**config.mk**
```make
export PLATFORM = sky130hd
export DESIGN_NAME = msf_timecode_tx_flat
export DESIGN_NICKNAME = d
export VERILOG_FILES = /design/src/rtl/msf_tx_if.sv /design/src/rtl/msf_timecode_tx.sv /design/src/flat_wrapper.sv
export SDC_FILE = /design/constraint.sdc
export NUM_CORES = 1
export LEC_CHECK = 0
export CORE_MARGIN = 8
export CORE_UTILIZATION = 35
export CTS_BUF_LIST = sky130_fd_sc_hd__clkbuf_8
export CTS_CLUSTER_DIAMETER = 80
export DETAILED_ROUTE_END_ITERATION = 12
export PLACE_DENSITY = 0.65
export SETUP_SLACK_MARGIN = 0.05
export SYNTH_ARGS = -nofsm -noshare
export SYNTH_HDL_FRONTEND = slang
export SYNTH_SLANG_ARGS = --single-unit
```
**constraint.sdc**
```tcl
create_clock -name clk -period 3.7 [get_ports clk]
set_clock_uncertainty 0.15 [all_clocks]
set_input_delay 0.74 -clock clk [delete_from_list [all_inputs] [get_ports clk]]
set_output_delay 0.74 -clock clk [all_outputs]
set_load 0.005 [all_outputs]
```
**src/rtl/msf_tx_if.sv**
```systemverilog
// msf_tx_if: bundle between the MSF transmitter, its stimulus source, the minute BRAM read port and the modulator.
interface msf_tx_if #(parameter int CNT_W = 17);
    logic             tx_enable;
    logic             msf_carrier_pulse;
    logic [CNT_W-1:0] msf_frequency;
    logic [CNT_W-1:0] tenth_len;
    logic [5:0]       minute_bram_addr;
    logic [1:0]       minute_bram_data;
    logic             carrier_on;
    logic [CNT_W-1:0] tx_carrier_counter;
    logic [5:0]       tx_second_counter;
    logic             second_start;
    logic             minute_start;

    modport master (
        output tx_enable, msf_carrier_pulse, msf_frequency, tenth_len, minute_bram_data,
        input  minute_bram_addr, carrier_on, tx_carrier_counter, tx_second_counter,
               second_start, minute_start
    );
    modport slave (
        input  tx_enable, msf_carrier_pulse, msf_frequency, tenth_len, minute_bram_data,
        output minute_bram_addr, carrier_on, tx_carrier_counter, tx_second_counter,
               second_start, minute_start
    );
endinterface

```
**src/rtl/msf_timecode_tx.sv**
```systemverilog
// msf_timecode_tx: counts carrier pulses into seconds/minutes and keys the carrier from per-second {A,B} bits.
// Define MSF_MINUTE_ID_EN to force the minute-identifier A bits (0111 1110) in seconds 52..59.
module msf_timecode_tx #(
    parameter int SECONDS_MINUTE = 59,
    parameter int CNT_W = 17
) (
    input logic clk,
    input logic rst,
    msf_tx_if.slave bus
);
    localparam int TW = CNT_W + 3;

    typedef enum logic [1:0] {IDLE, SYNC, RUN} state_t;
    state_t state, state_nx;

    logic [TW-1:0]    t1, t2, t3, t5, cz, tl;
    logic [CNT_W-1:0] cnt;
    logic [5:0]       sec;
    logic [1:0]       ab;
    logic             a_bit, off, wrap, last_sec, ss, ms, on;

    assign tl       = TW'(bus.tenth_len);
    assign cz       = TW'(cnt);
    assign wrap     = cnt >= bus.msf_frequency;
    assign last_sec = sec == 6'(SECONDS_MINUTE);

`ifdef MSF_MINUTE_ID_EN
    assign a_bit = (sec >= 6'd52 && sec <= 6'd59) ? (sec != 6'd52 && sec != 6'd59) : ab[1];
`else
    assign a_bit = ab[1];
`endif

    // second 0 carries the 500 ms minute marker; other seconds key the A/B slots
    assign off = (sec == 6'd0) ? (cz < t5)
               : (cz < t1) | (a_bit & (cz < t2)) | (ab[0] & (cz >= t2) & (cz < t3));

    assign bus.minute_bram_addr   = sec;
    assign bus.carrier_on         = on;
    assign bus.tx_carrier_counter = cnt;
    assign bus.tx_second_counter  = sec;
    assign bus.second_start       = ss;
    assign bus.minute_start       = ms;

    always_ff @(posedge clk or posedge rst) begin
        if (rst) state <= IDLE;
        else     state <= state_nx;
    end

    always_comb begin
        state_nx = state;
        state_nx = !bus.tx_enable ? IDLE
                 : (state == IDLE) ? SYNC
                 : (state == SYNC && bus.msf_carrier_pulse) ? RUN
                 : state;
    end

    always_ff @(posedge clk or posedge rst) begin
        if (rst) begin
            t1 <= '0;
            t2 <= '0;
            t3 <= '0;
            t5 <= '0;
        end else begin
            t1 <= tl;
            t2 <= tl << 1;
            t3 <= (tl << 1) + tl;
            t5 <= (tl << 2) + tl;
        end
    end

    // BRAM data lags the address by one clk, so this latch lands two clk after the second changes
    always_ff @(posedge clk or posedge rst) begin
        if (rst) ab <= '0;
        else     ab <= bus.minute_bram_data;
    end

    always_ff @(posedge clk or posedge rst) begin
        if (rst) begin
            cnt <= '0;
            sec <= '0;
            ss  <= 1'b0;
            ms  <= 1'b0;
            on  <= 1'b0;
        end else if (!bus.tx_enable) begin
            cnt <= '0;
            sec <= '0;
            ss  <= 1'b0;
            ms  <= 1'b0;
            on  <= 1'b0;
        end else begin
            ss <= 1'b0;
            ms <= 1'b0;
            on <= (state == RUN) && !off;
            if (state == SYNC && bus.msf_carrier_pulse) begin
                cnt <= '0;
                sec <= '0;
                ss  <= 1'b1;
                ms  <= 1'b1;
            end else if (state == RUN && bus.msf_carrier_pulse) begin
                cnt <= wrap ? '0 : cnt + 1'b1;
                if (wrap) begin
                    sec <= last_sec ? 6'd0 : sec + 6'd1;
                    ss  <= 1'b1;
                    ms  <= last_sec;
                end
            end
        end
    end
endmodule
```
**src/flat_wrapper.sv**
```systemverilog
// flat-port wrapper written by rule: the top's interface ports become plain ports
module msf_timecode_tx_flat 
#(
    parameter int SECONDS_MINUTE = 59,
    parameter int CNT_W = 17
)
  (clk, rst, bus_tx_enable, bus_msf_carrier_pulse, bus_msf_frequency, bus_tenth_len, bus_minute_bram_data, bus_minute_bram_addr, bus_carrier_on, bus_tx_carrier_counter, bus_tx_second_counter, bus_second_start, bus_minute_start);
  msf_tx_if #(.CNT_W(CNT_W)) bus_i ();
  input logic clk;
  input logic rst;
  input wire logic [$bits(bus_i.tx_enable)-1:0] bus_tx_enable;
  input wire logic [$bits(bus_i.msf_carrier_pulse)-1:0] bus_msf_carrier_pulse;
  input wire logic [$bits(bus_i.msf_frequency)-1:0] bus_msf_frequency;
  input wire logic [$bits(bus_i.tenth_len)-1:0] bus_tenth_len;
  input wire logic [$bits(bus_i.minute_bram_data)-1:0] bus_minute_bram_data;
  output wire logic [$bits(bus_i.minute_bram_addr)-1:0] bus_minute_bram_addr;
  output wire logic [$bits(bus_i.carrier_on)-1:0] bus_carrier_on;
  output wire logic [$bits(bus_i.tx_carrier_counter)-1:0] bus_tx_carrier_counter;
  output wire logic [$bits(bus_i.tx_second_counter)-1:0] bus_tx_second_counter;
  output wire logic [$bits(bus_i.second_start)-1:0] bus_second_start;
  output wire logic [$bits(bus_i.minute_start)-1:0] bus_minute_start;
  assign bus_i.tx_enable = bus_tx_enable;
  assign bus_i.msf_carrier_pulse = bus_msf_carrier_pulse;
  assign bus_i.msf_frequency = bus_msf_frequency;
  assign bus_i.tenth_len = bus_tenth_len;
  assign bus_i.minute_bram_data = bus_minute_bram_data;
  assign bus_minute_bram_addr = bus_i.minute_bram_addr;
  assign bus_carrier_on = bus_i.carrier_on;
  assign bus_tx_carrier_counter = bus_i.tx_carrier_counter;
  assign bus_tx_second_counter = bus_i.tx_second_counter;
  assign bus_second_start = bus_i.second_start;
  assign bus_minute_start = bus_i.minute_start;
  msf_timecode_tx #(.SECONDS_MINUTE(SECONDS_MINUTE), .CNT_W(CNT_W)) u_core (.clk(clk), .rst(rst), .bus(bus_i));
endmodule
```
Word level (Yosys, flattened, before mapping)
Cells that the tools add are included.
- bits in registers: 87
- output and inout port bits: 32
- input port bits: 40
- logic and storage cells: 60
- bitwise gates (word level): 5
- reduce and logical (&&, ||, !) cells: 7
- muxes and demuxes: 22
- $lt $le $gt $ge: 6
- equality and inequality tests: 6
- $add $sub $neg: 4
- operator list (kind ; count):
    $mux W17 ; 4
    $lt A17 B20 Y1 ; 2
    $mux W6 ; 5
    $add A19 B17 Y20 ; 1
    $add A18 B17 Y19 ; 1
    $ge A17 B18 Y1 ; 1
    $lt A17 B18 Y1 ; 1
    $add A17 B1 Y17 const B ; 1
    $ge A17 B17 Y1 ; 1
    $lt A17 B17 Y1 ; 1
    $mux W1 ; 10
    $ne A3 B1 Y1 const B ; 3
    $add A6 B1 Y6 const B ; 1
    $eq A6 B6 Y1 const B ; 1
    $logic_not A6 Y1 ; 1
    $mux W2 ; 3
    $and A1 B1 Y1 ; 3
    $logic_and A1 B1 Y1 ; 3
    $eq A2 B1 Y1 const B ; 1
    $eq A2 B2 Y1 const B ; 1
    $logic_not A2 Y1 ; 1
    $or A1 B1 Y1 ; 2
    $reduce_and A2 Y1 ; 1
    $logic_not A1 Y1 ; 1

Longest topological paths before layout
- depth in word-level cells: 8
- gate-level depth with buffers: 11
- depth with buffers taken out: 10

Worst setup path after synthesis
No wires, ideal clock.
- path kind: input to register
- from: in bus_msf_frequency[12]
- to: reg u_core.cnt[5] (netlist: u_core.bus.tx_carrier_counter[5])
- data required time: 3.481 ns
- slack: 0.742 ns
- library setup time: 0.069 ns
- arrival time: 2.739 ns
- buffers on the path: 1
- stages: 10
- path through: inv_1 -> ha_1 -> a21oi_2 -> o21ai_2 -> a2111oi_4 -> a211oi_1 -> or3_1 -> buf_2 -> or4_1 -> nand3_1
- longest elaborated chain between the ends: 5
- ends and longest elaborated chain (element ; line ; text):
    start, declared ; flat_wrapper.sv:13 ; input wire logic [$bits(bus_i.msf_frequency)-1:0] bus_msf_frequency;
    $ge A17 B17 Y1 ; msf_timecode_tx.sv:24 ; assign wrap = cnt >= bus.msf_frequency;
    $mux W17 ; msf_timecode_tx.sv:100 ; cnt <= wrap ? '0 : cnt + 1'b1;
    $mux W17 ; msf_timecode_tx.sv:99 ; end else if (state == RUN && bus.msf_carrier_pulse) begin
    $mux W17 ; msf_timecode_tx.sv:94 ; if (state == SYNC && bus.msf_carrier_pulse) begin
    $mux W17 ; msf_timecode_tx.sv:84 ; end else if (!bus.tx_enable) begin
    end signal, assigned ; msf_timecode_tx.sv:100 ;
    end, declared ; msf_timecode_tx.sv:17 ; logic [CNT_W-1:0] cnt;
Every way passes these cells. The select of a mux whose other input is x is not followed.
A chain may end at the register's enable or synchronous reset.

Final worst setup path
- from: in bus_tenth_len[1]
- to: reg u_core.t3[17]
- longest elaborated chain between the ends: 1
- ends and longest elaborated chain (element ; line ; text):
    start, declared ; flat_wrapper.sv:14 ; input wire logic [$bits(bus_i.tenth_len)-1:0] bus_tenth_len;
    $add A18 B17 Y19 ; msf_timecode_tx.sv:66 ; t3 <= (tl << 1) + tl;
    end signal, assigned ; msf_timecode_tx.sv:66 ;
    end, declared ; msf_timecode_tx.sv:16 ; logic [TW-1:0] t1, t2, t3, t5, cz, tl;
Every way passes these cells.

==> flow_summary.toml <==
[sta]
finalSetupTns_ps = 0
finalSetupViolations = 0
period_needed_ps = 3320
fin_crit_sh_pct = 89.8
slew_headroom_pct = 53.5
maxSlewViolCount = 0
fmax_mhz = 301
hold_viol_final = 0
rsz0062_at_grt = "no"
holdWs_ps = 411
tightestPinTransition_ps = 697

[yosys]
synthesis.nets = 854
netlist_instances = 697
yosys_most_used_dff = "dfrtp_1"
netlist.area_leader.share_pct = 32.7
ys_async_sr_fraction_pct = 100
synth.area.top_cells = "dfrtp_1, ha_1, inv_1, a21oi_1, xnor2_1"
ys_seq_elements = 83
avgSynthCellArea_um2 = 9.12
syn_area_mm2 = 0.00635
synth.most_common_cell = "ha_1"
netlist_top_cells_count = "ha_1, inv_1, dfrtp_1, a21oi_1, nand2_1"
ys_seq_area_share_pct = 32.7
synth_cell_type_count = 58
yosys_warnings = 0
synth_edf_count = 0
yosysTopAreaCell = "dfrtp_1"

[route]
dr_wl_met3_um = 767
drt-initial-drc-count = 298
wl_per_cell_um = 14.8
drt-met1-wl_um = 7230
ant_nets = 0
drc = 0
vias = 5241
top_layer_used = "met4"
vias_per_cell = 5.12
wl_um = 15200
dr.pass1.iters = 5
route.met2.wl_um = 6950

[final_layout]
syn_to_final_growth_pct = 21.7
drive_gt1_share_pct = 6.16
fin_area_mm2 = 0.00773
final_nets = 947
diodes = 0

[clock_network]
cts_buffers = 9
postCtsHoldBufs = 0
root_buffer = "clkbuf_8"
cts.sinks = 83
clkSlewWorstSetupHoldPaths_ps = 90
insertion_delay_ps = 350
cts_tree = "done"
htree_levels = 3
cts_buffer_depth = 2
cts_setup_buffers = 0

[floorplanning]
die_h_um = 151
ios = 72
initial_utilization_pct = 35.5
fp-row-count = 49
die-area_mm2 = 0.0227
die_w_um = 151
core_mm2 = 0.0179

[global_route]
grt_pass1_vias = 5277
antenna_found_initial = 0
grt_first_pass_wirelength_um = 25100
overflow = 0
grt_use_total_pct = 13.7
grt_max_degree = 41

[power]
peakVddDrop_mv = 0.184
powerDensity_mw_per_mm2 = 327
power_w = 0.00253
power_leakage_nw = 3.85

[placement]
placed_area_mm2 = 0.00747
place_hpwl_um = 12500
portBuffers = 71
gp_congestion = 0.855

[worst_setup_path]
arrival_ps = 3450
path_class = "input port to register"
cp.required_ps = 3820
setup.worst_path.start_class = "input port"
end_kind = "register"
crit_fanout = 5

[status]
outcome = "completed"

[flow_run]
drv_cap = 0

[hold_path]
hp-class = "register to register"
## repair_timing
action | in CTS | in global routing
setup endpoints to repair | 0 | 1
resized for setup | 0 | 1
hold endpoints to repair | 0 | 0
## worst paths after layout
| check | start | to | slack [ps] | cells after the start |
|---|---|---|---|---|
| max | bus_tenth_len[1] | u_core.t3[17] | 380 | 11 |
| max reg2reg | u_core.bus.tx_carrier_counter[8] | u_core.bus.tx_carrier_counter[14] | 840 | 8 |
| min | u_core.state[1] | u_core.state[1] | 410 | 2 |
| max in group asynchronous | rst | u_core.t5[11] | 2120 | 3 |
| min in group asynchronous | rst | u_core.t2[16] | 640 | 2 |
| min reg2reg | u_core.state[1] | u_core.state[1] | 410 | 2 |
## flip-flops by register name, indices dropped and copies added (netlist names)
name                           cells
u_core.bus.tx_carrier_counter     17
u_core.t5                         20
u_core.bus.carrier_on              1
u_core.t3                         18
u_core.ab                          2
u_core.state                       2
u_core.bus.minute_bram_addr        6
u_core.t2                         15
u_core.bus.minute_start            1
u_core.bus.second_start            1
## layer usage
| metal | global-route usage, % | up-vias |
|---|---|---|
| li1 | - | 2674 |
| met1 | 17.8 | 2456 |
| met2 | 22.9 | 99 |
| met3 | 2.19 | 12 |
| met4 | 3.81 | 0 |
| met5 | 0 | - |
## final cells by class
type | instances | area, um2
Clock buffer | 11 | 151
Clock inverter | 5 | 108
Fill cell | 1774 | 10200
Inverter | 91 | 343
Multi-Input combinational cell | 510 | 3860
Sequential cell | 83 | 2080
Tap cell | 229 | 287
Timing Repair Buffer | 95 | 903
## critical path: stages
cell,delay [ps]
clkdlybuf4s50_1,480
ha_1,250
inv_1,80
fa_1,200
nor2b_1,70
o31ai_1,340
a21oi_1,180
a2111oi_1,490
nor2_1,130
o41ai_1,320
xnor2_1,170
## placed cells by master, fill, tap and decap left out, types with 5 or more instances in the layout
| cell | count |
|---|---|
| ha_1 | 115 |
| inv_1 | 90 |
| dfrtp_1 | 83 |
| clkdlybuf4s50_1 | 71 |
| a21oi_1 | 54 |
| nand2_1 | 43 |
| nor2_1 | 38 |
| nand3_1 | 28 |
| buf_4 | 23 |
| o21ai_0 | 22 |
| xnor2_1 | 21 |
| nor2b_1 | 15 |
| a21o_1 | 15 |
| a211oi_1 | 13 |
| nor3_1 | 13 |
| nand4_1 | 12 |
| clkbuf_8 | 11 |
| o31ai_1 | 10 |
| xor2_1 | 8 |
| o21a_1 | 7 |
| and3_1 | 7 |
| o21bai_1 | 7 |
| and2_1 | 6 |
| a31oi_1 | 6 |
| nand2b_1 | 5 |
| a22o_1 | 5 |
## cell families after synthesis
family / after synthesis / share of synthesized area, %
flops: 83 / 32.7
fa+ha+maj: 117 / 23.3
simple gates: 183 / 14.3
mux: 1 / 0.158
buf+inv: 104 / 6.56
compound gates: 180 / 19.1
xor+xnor: 29 / 4.00
## report_power, final
group | internal, W | total [W] | switching [W]
Clock | 0.000489 | 0.000834 | 0.000345
Sequential | 0.00100 | 0.00106 | 0.0000534
Combinational | 0.000298 | 0.000639 | 0.000341
Total | 0.00179 | 0.00253 | 0.000739
## metrics by stage
step / util (%) / worst slack [ps] / std cells
floorplan: - / 673 / 697
global placement: 41.7 / -6.44 / 1008
detailed placement: 41.7 / -50.9 / 1008
CTS: 43.2 / 328 / 1024
global route: 43.2 / 123 / 1024
finish: 43.2 / 377 / 1024
No activity file was read; power rests on OpenSTA's default activity.
